[src/rtl/cam_ctrl.sv]
// Request front-end for a CAM: serialises lookup/insert requests into CAM
// READ/WRITE commands and tracks entry occupancy with round-robin eviction.
module cam_ctrl #(
  parameter int SIZE  = 8,
  parameter int WIDTH = 32,
  localparam int IW   = $clog2(SIZE)
) (
  input  logic             clock,
  input  logic             reset,
  input  logic             req_valid,
  output logic             req_ready,
  input  logic             req_op,
  input  logic [WIDTH-1:0] req_key,
  output logic             resp_valid,
  input  logic             resp_ready,
  output logic             resp_hit,
  output logic [IW-1:0]    resp_idx,
  output logic             resp_evicted,
  output logic             cam_enable,
  output logic             cam_command,
  output logic [IW-1:0]    cam_write_idx,
  output logic [WIDTH-1:0] cam_data,
  input  logic             cam_hit,
  input  logic [IW-1:0]    cam_read_idx,
  output logic [IW:0]      count,
  output logic             full
);

  localparam logic [IW:0]   SIZE_C = (IW+1)'(SIZE);
  localparam logic [IW-1:0] LAST   = IW'(SIZE - 1);

  typedef enum logic [2:0] {IDLE, LOOK, CHECK, WRITE, RESP} state_t;

  state_t            state, next;
  logic              op;
  logic [WIDTH-1:0]  key;
  logic              hit;
  logic [IW-1:0]     idx;
  logic              evicted;
  logic [SIZE-1:0]   vld;
  logic [IW-1:0]     rr;
  logic [IW-1:0]     victim;
  logic              evict;

  // Lowest free slot wins; when every slot is occupied fall back to rr.
  always_comb begin
    victim = rr;
    evict  = 1'b1;
    for (int i = SIZE - 1; i >= 0; i--) begin
      if (!vld[i]) begin
        victim = IW'(i);
        evict  = 1'b0;
      end
    end
  end

  always_ff @(posedge clock or posedge reset) begin
    if (reset) state <= IDLE;
    else       state <= next;
  end

  always_comb begin
    next = state;
    case (state)
      IDLE:    if (req_valid) next = LOOK;
      LOOK:    next = CHECK;
      CHECK:   next = (!op || cam_hit) ? RESP : WRITE;
      WRITE:   next = RESP;
      RESP:    if (resp_ready) next = IDLE;
      default: next = IDLE;
    endcase
  end

  always_ff @(posedge clock or posedge reset) begin
    if (reset) begin
      op      <= 1'b0;
      key     <= '0;
      hit     <= 1'b0;
      idx     <= '0;
      evicted <= 1'b0;
      vld     <= '0;
      rr      <= '0;
      count   <= '0;
    end else begin
      case (state)
        IDLE: begin
          if (req_valid) begin
            op  <= req_op;
            key <= req_key;
          end
        end
        CHECK: begin
          // Lookups and duplicate inserts resolve here without touching the CAM.
          if (!op || cam_hit) begin
            hit     <= cam_hit;
            idx     <= cam_hit ? cam_read_idx : '0;
            evicted <= 1'b0;
          end
        end
        WRITE: begin
          vld[victim] <= 1'b1;
          hit         <= 1'b0;
          idx         <= victim;
          evicted     <= evict;
          if (evict) rr <= (rr == LAST) ? '0 : rr + 1'b1;
          else       count <= count + 1'b1;
        end
        default: ;
      endcase
    end
  end

  assign req_ready     = (state == IDLE);
  assign resp_valid    = (state == RESP);
  assign resp_hit      = hit;
  assign resp_idx      = idx;
  assign resp_evicted  = evicted;
  assign cam_enable    = (state == LOOK) || (state == WRITE);
  assign cam_command   = (state == WRITE);
  assign cam_write_idx = (state == WRITE) ? victim : '0;
  assign cam_data      = key;
  assign full          = (count == SIZE_C);

endmodule
[config.mk]
export PLATFORM = sky130hd
export DESIGN_NAME = cam_ctrl
export DESIGN_NICKNAME = d
export VERILOG_FILES = /design/src/rtl/cam_ctrl.sv
export SDC_FILE = /design/constraint.sdc
export NUM_CORES = 1
export LEC_CHECK = 0
export ABC_AREA = 1
export CAP_MARGIN = 5
export CELL_PAD_IN_SITES_DETAIL_PLACEMENT = 0
export CELL_PAD_IN_SITES_GLOBAL_PLACEMENT = 2
export CORE_ASPECT_RATIO = 1.2
export CORE_MARGIN = 5
export CORE_UTILIZATION = 28
export CTS_BUF_LIST = sky130_fd_sc_hd__clkbuf_16
export DETAILED_ROUTE_END_ITERATION = 7
export PLACE_DENSITY_LB_ADDON = 0.1
export SYNTH_ARGS = -nofsm -noshare
export SYNTH_HDL_FRONTEND = slang
export SYNTH_SLANG_ARGS = --single-unit
[constraint.sdc]
create_clock -name clock -period 2.22 [get_ports clock]
set_clock_uncertainty 0.05 [all_clocks]
set_input_delay 0.444 -clock clock [delete_from_list [all_inputs] [get_ports clock]]
set_output_delay 0.444 -clock clock [all_outputs]
set_load 0.05 [all_outputs]
---- Yosys cells after proc, flatten, opt, wreduce, memory -nomap -nowiden ----
Cells that the tools add are included.
Widths: inputs -> output; s select.
word-level totals
  register bits ........................... 56
  input bits .............................. 41
  output and inout port bits .............. 49
  logic and storage cells ................. 66
operators by class
  add/sub/neg operators ................... 2
  $lt $le $gt $ge ......................... 2
  equal/unequal tests ..................... 9
  multiplexer cells ....................... 31
  bitwise gates (word level) .............. 2
  reduce and logical (&&, ||, !) cells .... 11
operator list
  operator             count
  $mux 3               15
  $pmux 3 s5           1
  $mux 1               11
  $reduce_and 2->1     5
  $or 8x8->8           1
  $eq 3x2->1 const B   2
  $eq 3x3->1 const B   2
  $pmux 3 s2           1
  $add 4x1->4 const B  1
  $eq 4x4->1 const B   1
  $lt 3x4->1 const B   1
  $ne 2x2->1 const B   2
  $pmux 1 s2           2
  $add 3x1->3 const B  1
  $demux 1 s3          1
  $eq 3x1->1 const B   1
  $ge 3x1->1 const B   1
  $logic_not 3->1      1
  $logic_or 1x1->1     2
  $ne 2x1->1 const B   1
  $reduce_bool 2->1    1
  $logic_and 1x1->1    1
  $logic_not 1->1      1
  $not 1->1            1

---- Logic depth before layout (Yosys ltp) ----
Gate-level depths: netlist (run 1).
  depth in word-level cells ............... 13
  depth in mapped cells ................... 12

---- Worst setup path before layout (run 1) ----
OpenSTA, ideal clock, no wires.
  path kind ............................... register to output
  start point ............................. reg count[0]
  end point ............................... out full
  arrival time ............................ 1.587 ns
  required time ........................... 1.726 ns
  slack ................................... 0.139 ns
  cell stages (with the launch flop) ...... 5
  path buffers ............................ 0
  cells stage by stage .................... dfrtp_1 > inv_1 > ha_1 > nand2_1 > nor2_1
between the ends
  longest elaborated chain between the ends .. 1
ends and longest elaborated chain
  what                    RTL line  RTL
  from (decl)             25        output logic [IW:0] count,
  from (signal assigned)  106       else count <= count + 1'b1;
  $eq 4x4->1              122       assign full = (count == SIZE_C);
  to (decl)               26        output logic full
Every way passes these cells.

---- Final worst setup path (run 1) ----
  start point ............................. reg state[2]
  end point ............................... out cam_write_idx[1]
between the ends
  longest elaborated chain between the ends .. 2
ends and longest elaborated chain
  what                    RTL line  RTL
  from (decl)             34        state_t state, next;
  from (signal assigned)  59        else state <= next;
  $eq 3x2->1              120       assign cam_write_idx = (state == WRITE) ? victim : '0;
  $mux 3                  120
  to (decl)               21        output logic [IW-1:0] cam_write_idx,
Every way passes these cells.

==> results of run 1 <==
==> per-stage QoR <==
| stage | hold WS, ps | area, um^2 | worst slack [ps] | power, W |
|---|---|---|---|---|
| after floorplan | 414 | 2500 | 139 | 0.00440 |
| after global placement | 439 | 3600 | 361 | 0.00565 |
| after detailed placement | 441 | 3600 | 382 | 0.00562 |
| after CTS | 462 | 3740 | 98.9 | 0.00645 |
| after global routing | 473 | 3750 | 24.2 | 0.00672 |
| final | 453 | 3750 | 150 | 0.00637 |
==> final timing paths <==
check | from | endpoint | slack [ps] | cells past startpoint
max | state[2] | cam_write_idx[1] | 150 | 6
max reg2reg | state[0] | cam_data[10] | 680 | 6
max in group asynchronous | reset | state[2] | 1380 | 3
min | resp_hit | resp_hit | 450 | 1
min reg2reg | resp_hit | resp_hit | 450 | 1
min in group asynchronous | reset | cam_data[21] | 460 | 3
==> worst reg2reg max path: stages, from the launching register on <==
cell and delay (ps):
dfrtp_1 440, nor2_2 140, inv_2 70, nor2_8 100, nand2_4 120, buf_4 210, mux2_4 300
==> layout make-up <==
class | count | area (um^2)
Fill cell | 859 | 4910
Inverter | 27 | 101
Multi-Input combinational cell | 124 | 972
Clock buffer | 5 | 125
Tap cell | 117 | 146
Clock inverter | 3 | 17.5
Timing Repair Buffer | 94 | 983
Sequential cell | 56 | 1400
==> power by group <==
group / internal (W) / switching, W
Sequential: 0.00148 / 0.000319
Clock: 0.000418 / 0.000367
Combinational: 0.00151 / 0.00227
Total: 0.00341 / 0.00296
==> state kept, by name, summed over array words and instances, names as in the netlist <==
name	count
resp_evicted	1
cam_data	32
op	1
count	4
resp_idx	3
rr	3
resp_hit	1
state	3
vld	8
==> per-layer routing <==
| layer | global-route usage, % | share of wire [%] |
|---|---|---|
| met2 | 19.9 | 51 |
| met1 | 13.4 | 41 |
| met4 | 3.55 | 1.3 |
| met5 | 0 | 0 |
| met3 | 4.82 | 7.1 |
==> cells in the final DEF, fill, tap and decap left out, types with 2 or more instances in the layout <==
| cell | count |
|---|---|
| nand2_4 | 2 |
| buf_12 | 6 |
| o21ai_0 | 5 |
| buf_4 | 7 |
| nand4_1 | 2 |
| inv_2 | 3 |
| mux2_2 | 3 |
| a21oi_1 | 5 |
| inv_1 | 24 |
| nor2_1 | 13 |
| ha_1 | 4 |
| dfrtp_1 | 55 |
| xor2_1 | 2 |
| nand3_1 | 11 |
| nand2_1 | 36 |
| a31oi_1 | 2 |
| clkbuf_16 | 5 |
| mux2_4 | 30 |
| clkdlybuf4s50_1 | 81 |
==> what timing repair did <==
action	4_1_cts	5_1_grt
buffers inserted	0	0
hold endpoints to repair	0	0
resized for setup	0	2
setup endpoints to repair	0	3
==> kinds of logic (layout without fill, tap and decap cells) <==
kind of cell	count (synthesis)	after routing	share of synthesized area (%)
and+or+nand+nor	70	70	13.1
muxes	33	33	19.3
adders and majority gates	4	4	2.00
DFF	56	56	56.0
AOI/OAI and AO/OA	14	14	3.10
xor gates and xnor gates	3	3	1.05
buffers and inverters	30	129	5.40
==> metrics.md, run 1 <==
| Metric | Value |
|---|---|
| Post-synthesis async set-or-reset flop share | `100%` |
| TritonCTS clock tree | `done` |
| Drt first pass iters | `4` |
| Max-slew violations | `0` |
| H-tree depth | `2` |
| Arrival time at the worst endpoint | `1580 ps` |
| Core box area | `roughly 8700 um^2` |
| Non-filler instance count after layout | `between 400 and 500` |
| Crit Path Max Fanout | `8` |
| Share of the synthesized area in the top cell type | `between 50% and 60%` |
| Worst Path Class, Setup | `reg -> out` |
| GR Util All Layers | `between 10% and 20%` |
| Largest cells by area after synthesis | `dfrtp_1, mux2_4, nand2_1` |
| Worst path bufs/invs | `3` |
| TritonCTS buffer count | `5` |
| LEAKAGE | `1.79 nW` |
| Grt ovf | `0` |
| Post-synth EDFFs | `0` |
| Cell taking the most area after synthesis | `dfrtp_1` |
| CP endpoint kind | `output pin` |
| Pin count of the biggest net entering global routing | `57` |
| First-iteration detailed-routing DRC count | `31` |
| First-pass GRT wire length | `slightly below 10,000 um` |
| CP cell instances | `nor2_4 -> nand2_4 -> inv_2 -> nand3_1 -> inv_1 -> buf_12` |
| VDD IR max | `around 0.77 mV` |
| Clock Tree Root | `clkbuf_16` |
| Rel. slew slack | `around 64%` |
| Final WL | `6130 um` |
| Dpl hpwl | `about 4600 um` |
| Hold Fails Final Rpt | `0` |
| Final Cycle Share | `roughly 93%` |
| Clk Latency, worst-skew pair | `between 200 and 300 ps` |
| CP max stage cell | `dfrtp_2` |
| CP required | `about 1700 ps` |
| Cells after Synth | `210` |
| Initial Utilization | `between 20% and 30%` |
| Post-synthesis cell type count | `25` |
| Nets@finish | `between 300 and 400` |
| Syn nets | `~260` |
| Initial antenna violation count | `0` |
| Fmax | `between 0.4 and 0.5 GHz` |
| Area delta synth->final | `49.7%` |
| Die area | `approximately 11,000 um^2` |
| Crit path largest cell delay | `470 ps` |
| GPL Wtd Cong | `between 0.7 and 0.8` |
| Post-route ant nets | `0` |
| Status | `finished clean` |
| Slew at the pin closest to its max-slew limit | `534 ps` |
| Number of diodes | `0` |
| # IOs | `90` |
| Syn_area_per_cell | `around 12 um^2` |
| Final setup fails | `0` |
| DIE WIDTH | `~96 um` |
| Final Critical Period | `between 2000 and 2500 ps` |
| Clk slew on worst S/H paths | `about 70 ps` |
| DR DRC count | `0` |
| Commonest cells in the netlist | `dfrtp_1, nand2_1, mux2_4` |
| Vias/cell | `4.19` |
| Synth Register Bits | `56` |
| Vias in the first global route | `~1,900` |
| Most numerous cell in the Yosys netlist | `dfrtp_1` |
| TNS Setup | `0 ps` |
| Syn Std Cell Area | `between 2000 and 3000 um^2` |
| Synth Flop Type | `dfrtp_1` |
| Worst hold path type | `reg -> reg` |
| Cts hold-fix bufs | `0` |
| DR WL/cell | `between 10 and 15 um` |
| Number of clock sinks | `56` |
| IO Port Bufs | `89` |
| Startpoint types | `register` |
| Share of layout cells above drive strength 1 | `between 20% and 30%` |
| CTS Buffer Depth | `2` |
| Vias | `roughly 1,800` |
| RSZ-0062 raised after global routing | `false` |
| Final core occ | `43.3%` |
| Chip Height | `~110 um` |
| Max_cap viols | `0` |
| Rows | `37` |
| Placed Cells | `~420` |
| PwrDens | `roughly 1700 nW/um^2` |
| Number of synthesis warnings | `0` |
| Kind of cell adding the most delay to the critical path | `flip-flops` |
| Register area share after synthesis | `~56%` |
No activity file was read; power rests on OpenSTA's default activity.
==> inputs of run 2 (changes only) <==
Settings changed: CORE_UTILIZATION 28 to 25.
Clock period 2.22 ns to 1.8 ns, I/O delays scaled along.
==> metrics.md, run 2 (synthesis results as in run 1) <==
| Metric | Value |
|---|---|
| LEAKAGE | `between 1.5 and 2 nW` |
| Fmax | `around 0.55 GHz` |
| Placed Cells | `between 400 and 500` |
| Rows | `40` |
| Drt first pass iters | `4` |
| Share of layout cells above drive strength 1 | `between 40% and 50%` |
| First-pass GRT wire length | `10,300 um` |
| PwrDens | `2060 nW/um^2` |
| Number of diodes | `0` |
| Final setup fails | `1` |
| Final Critical Period | `about 1800 ps` |
| CP cell instances | `inv_1 -> nand2_1 -> nand2_1 -> nand2_1 -> nand2_1 -> nand2_1 -> nand2_1 -> nand2_2 -> nand2_2 -> inv_2 -> buf_12` |
| Area of the multi-input gates | `about 1000 um^2` |
| Crit path largest cell delay | `about 380 ps` |
| Cts hold-fix bufs | `0` |
| Final core occ | `roughly 40%` |
| RSZ-0062 raised after global routing | `true` |
| Area delta synth->final | `57.6%` |
| Most frequent cells in the layout | `buf_4, dfrtp_1, clkdlybuf4s50_1, nand2_1, mux2_4` |
| Final Cycle Share | `101%` |
| Storage cell area | `roughly 1400 um^2` |
| # IOs | `90` |
| Die area | `approximately 12,000 um^2` |
| Kind of cell adding the most delay to the critical path | `simple AND/OR/NAND/NOR gates` |
| Final WL | `about 6300 um` |
| CP required | `1390 ps` |
| TritonCTS buffer count | `5` |
| Rel. slew slack | `a little over 70%` |
| Number of clock sinks | `56` |
| Initial Utilization | `about a quarter` |
| Hold Fails Final Rpt | `0` |
| Core box area | `a little under 10,000 um^2` |
| Pin count of the biggest net entering global routing | `34` |
| Clk slew on worst S/H paths | `approximately 70 ps` |
| VDD IR max | `approximately 1.0 mV` |
| Clock power frac | `roughly 12%` |
| Dpl hpwl | `between 4000 and 5000 um` |
| H-tree depth | `2` |
| Fillers | `964` |
| GPL Wtd Cong | `just under 0.8` |
| DR DRC count | `0` |
| TNS Setup | `-26.9 ps` |
| DIE WIDTH | `101 um` |
| Grt ovf | `0` |
| P_sw | `roughly 0.0038 W` |
| GR Util All Layers | `~11%` |
| Startpoint types | `register` |
| CP most frequent cell | `nand2_1` |
| Worst Path Class, Setup | `reg -> out` |
| Nets@finish | `approximately 380` |
| Vias in the first global route | `between 2,000 and 2,500` |
| Placed cell areas | `about 3600 um^2` |
| DR WL/cell | `13.7 um` |
| Slew at the pin closest to its max-slew limit | `around 430 ps` |
| Violations in the final reports | `negative setup slack` |
| Worst path bufs/invs | `3` |
| Chip Height | `approximately 120 um` |
| Arrival time at the worst endpoint | `roughly 1400 ps` |
| Initial antenna violation count | `0` |
| Switching share of power | `46.5%` |
| First-iteration detailed-routing DRC count | `40` |
| Worst hold path type | `in -> async` |
| Max reg flops | `32` |
| CP max stage cell | `dfrtp_1` |
| Clk Latency, worst-skew pair | `between 200 and 300 ps` |
| Max_cap viols | `0` |
| Hold_ws | `384 ps` |
| CP endpoint kind | `output pin` |
| Post-route ant nets | `0` |
| Vias | `~1,900` |
| Flop pwr share | `a little over a quarter` |
| Max-slew violations | `0` |
| Non-filler instance count after layout | `between 400 and 500` |
| Internal power | `around 0.0044 W` |
| Comb power frac | `61.2%` |
| Final instance area | `between 3000 and 4000 um^2` |
| Vias/cell | `approximately 4.1` |
| Most common cell after layout, fill and taps aside | `buf_4` |
| CTS Buffer Depth | `2` |
| Crit Path Max Fanout | `2` |
| Status | `finished with violations` |
| IO Port Bufs | `89` |
| Clock Tree Root | `clkbuf_16` |
| TritonCTS clock tree | `done` |
| Post-layout worst setup margin | `-26.9 ps` |
[run 2: cell count changes in the layout (fill, tap and decap cells not counted), sizes merged]
cell and delta:
clkinv -1, buf +66, inv -1, clkdlybuf4s50 -41
clkinvlp +1
[run 2: worst paths after layout]
path                                     to  slack, ps      from  depth (start not counted)
max                        cam_write_idx[0]        -30     rr[0]                         11
min                            cam_data[28]        380     reset                          3
max reg2reg                        count[3]        240    vld[6]                          9
min reg2reg                        count[3]        460  count[3]                          1
max in group asynchronous      cam_data[16]        960     reset                          3
min in group clock                 count[3]        460  count[3]                          1
[run 2: stage by stage]
stage	setup slack [ps]	power, W
floorplan	18.7	0.00544
global placement	156	0.00695
detailed placement	157	0.00694
CTS	-12.0	0.00814
global route	-101	0.00858
finish	-26.9	0.00814
[run 2: timing repair]
item,CTS,global route
buffers inserted,16,6
pin swaps,5,7
endpoints found under the setup margin,3,7
resized for setup,15,6
[run 2: cell type report]
class	instances	share of cell area, %
sequential	56	35.5
timing repair buffer	119	28.4
multi-input combinational	124	25.9
tap	126	4.00
clock buffer	5	3.17
inverter	27	2.79
clock inverter	2	0.222
[run 2: power groups by stage]
stage / logic (W) / registers [W] / clock network (W)
floorplan: 0.00165 / 0.00379 / 0
global placement: 0.00470 / 0.00225 / 0
detailed placement: 0.00471 / 0.00223 / 0
CTS: 0.00492 / 0.00223 / 0.000985
global route: 0.00524 / 0.00230 / 0.00104
finish: 0.00498 / 0.00222 / 0.000935
[run 2: worst min-delay path, delay by kind of cell]
kind | cells | cell delay [ps]
buffers and inverters | 3 | 770
[run 2: routing by layer]
layer  global-route usage, %  share of wire [%]  wire length, um
met4                    3.66                2.2              136
met3                    4.83                8.9              561
met1                    13.9                 43             2700
met2                    16.0                 46             2890
met5                       0                  0                0
==> inputs of run 3 (changes only) <==
Settings changed: SETUP_SLACK_MARGIN from default to 0.4, TNS_END_PERCENT from default to 5.
==> metrics.md, run 3 (synthesis results as in run 1) <==
| Metric | Value |
|---|---|
| Fmax | `between 0.5 and 0.6 GHz` |
| Number of clock sinks | `56` |
| Internal power | `0.00447 W` |
| Rel. slew slack | `about 78%` |
| Worst hold path type | `in -> async` |
| H-tree depth | `2` |
| GR Util All Layers | `10.7%` |
| Clk slew on worst S/H paths | `around 70 ps` |
| Clk Latency, worst-skew pair | `around 300 ps` |
| GPL Wtd Cong | `between 0.7 and 0.8` |
| Cts hold-fix bufs | `0` |
| Critical R2R Capture | `rr[1]` |
| Placed Cells | `430` |
| Final WL | `roughly 6100 um` |
| Max_cap viols | `0` |
| Arrival time at the worst endpoint | `1420 ps` |
| Rows | `40` |
| PwrDens | `between 2000 and 2500 nW/um^2` |
| Vias | `1,857` |
| P_sw | `between 0.003 and 0.004 W` |
| Post-layout worst setup margin | `-31.9 ps` |
| Crit path launch | `state[2]` |
| Max-slew violations | `0` |
| Final setup fails | `3` |
| Vias in the first global route | `2,003` |
| VDD IR max | `approximately 1 mV` |
| Flop pwr share | `27.2%` |
| Comb power frac | `between 50% and 60%` |
| # IOs | `90` |
| Hold Fails Final Rpt | `0` |
| CP endpoint kind | `output pin` |
| Most frequent cells in the layout | `dfrtp_1, buf_4, clkdlybuf4s50_1, mux2_4, nand2_1` |
| Clock power frac | `13.5%` |
| DR DRC count | `0` |
| Pin count of the biggest net entering global routing | `28` |
| DIE WIDTH | `101 um` |
| Core box area | `9910 um^2` |
| Die area | `between 10,000 and 15,000 um^2` |
| Non-filler instance count after layout | `roughly 450` |
| Most common cell after layout, fill and taps aside | `dfrtp_1` |
| TritonCTS clock tree | `done` |
| Nets@finish | `between 300 and 400` |
| Area delta synth->final | `60.1%` |
| Startpoint types | `register` |
| Vias/cell | `just over 4` |
| Post-route ant nets | `0` |
| R2R cell count | `7` |
| Worst reg2reg startpoint | `vld[7]` |
| Number of diodes | `0` |
| Max reg flops | `32` |
| Violations in the final reports | `negative setup slack` |
| Setup crit end | `cam_write_idx[1]` |
| Final Cycle Share | `102%` |
| First-pass GRT wire length | `approximately 10,000 um` |
| Grt ovf | `0` |
| Crit Path Max Fanout | `8` |
| Status | `finished with violations` |
| Clock Tree Root | `clkbuf_16` |
| Flop2flop setup slack | `between 200 and 300 ps` |
| Share of layout cells above drive strength 1 | `a little under half` |
| TritonCTS buffer count | `5` |
| Slew at the pin closest to its max-slew limit | `approximately 330 ps` |
| Switching share of power | `between 40 and 50%` |
| DR WL/cell | `13.5 um` |
| Fillers | `982` |
| Chip Height | `about 120 um` |
| Final Critical Period | `about 1800 ps` |
| Initial Utilization | `roughly a quarter` |
| IO Port Bufs | `between 80 and 90` |
| Place WS | `slightly below 70 ps` |
| LEAKAGE | `1.96 nW` |
| CTS Buffer Depth | `2` |
| CP required | `approximately 1400 ps` |
| Worst Path Class, Setup | `reg -> out` |
| Initial antenna violation count | `0` |
| RSZ-0062 raised after global routing | `true` |
| First-iteration detailed-routing DRC count | `35` |
| Dpl hpwl | `between 4000 and 5000 um` |
| Drt first pass iters | `3` |
## run 3: changes by cell type in the layout (fill, tap and decap cells not counted), moves of 3 or more
cell     previous run  this run
nand2_1            30        27
dfrtp_2             0         3
inv_1              19        16
mux2_2              3         0
mux2_4             30        33
nor2_4              1         4
buf_6               0         3
dfrtp_1            56        53
buf_4              69        52
## run 3: repair_timing
| item | 4_1_cts | 5_1_grt |
|---|---|---|
| setup buffers | 6 | 4 |
| endpoints found under the hold margin | 0 | 0 |
| setup endpoints to repair | 50 | 56 |
| cloned | 0 | 0 |
| gates resized for setup | 25 | 12 |
| pin swaps | 10 | 11 |
## run 3: layout make-up
cell class | count | area (um^2) | area share [%]
clock buffer | 5 | 125 | 3.12
clock inverter | 3 | 47.5 | 1.19
multi-input combinational | 124 | 1090 | 27.1
timing repair buffer | 107 | 1060 | 26.6
tap | 126 | 158 | 3.93
sequential | 56 | 1410 | 35.1
inverter | 27 | 120 | 3.00
## run 3: worst max-delay path, stage by stage (launching register included)
cell        delay (ps)
dfrtp_2            440
nor2_4             140
nand2_4            110
inv_8              120
nand3_4            100
clkinvlp_4          90
buf_12             130
## run 3: power by group through the flow
| stage | Sequential [W] | Combinational, W | Clock [W] |
|---|---|---|---|
| finish | 0.00226 | 0.00492 | 0.00112 |
| floorplan | 0.00380 | 0.00169 | 0 |
| global route | 0.00234 | 0.00520 | 0.00121 |
| global placement | 0.00225 | 0.00474 | 0 |
| CTS | 0.00225 | 0.00493 | 0.00117 |
| detailed placement | 0.00223 | 0.00475 | 0 |
## run 3: worst min path at each step
| stage | startpoint | endpoint |
|---|---|---|
| floorplan | reset | cam_data[0] |
| global placement | vld[1] | vld[1] |
| detailed placement | count[3] | count[3] |
| CTS | reset | vld[2] |
| global route | reset | vld[2] |
| finish | reset | vld[2] |
## run 3: routing by layer
layer / global-route usage [%] / wire length (um)
met1: 13.3 / 2550
met3: 3.37 / 299
met4: 3.74 / 95
met5: 0 / 0
met2: 17.4 / 3120
## run 3: through the flow
stage                     util, %  TNS [ps]  hold slack (ps)  area (um^2)  power [W]
final                        40.4     -82.0              333         4010    0.00831
after global routing         40.4      -377              345         4010    0.00876
after CTS                    39.8      -183              336         3940    0.00836
after detailed placement     36.8         0              436         3650    0.00698
after global placement       36.8         0              439         3650    0.00699
after floorplan                 -         0              390         2550    0.00548
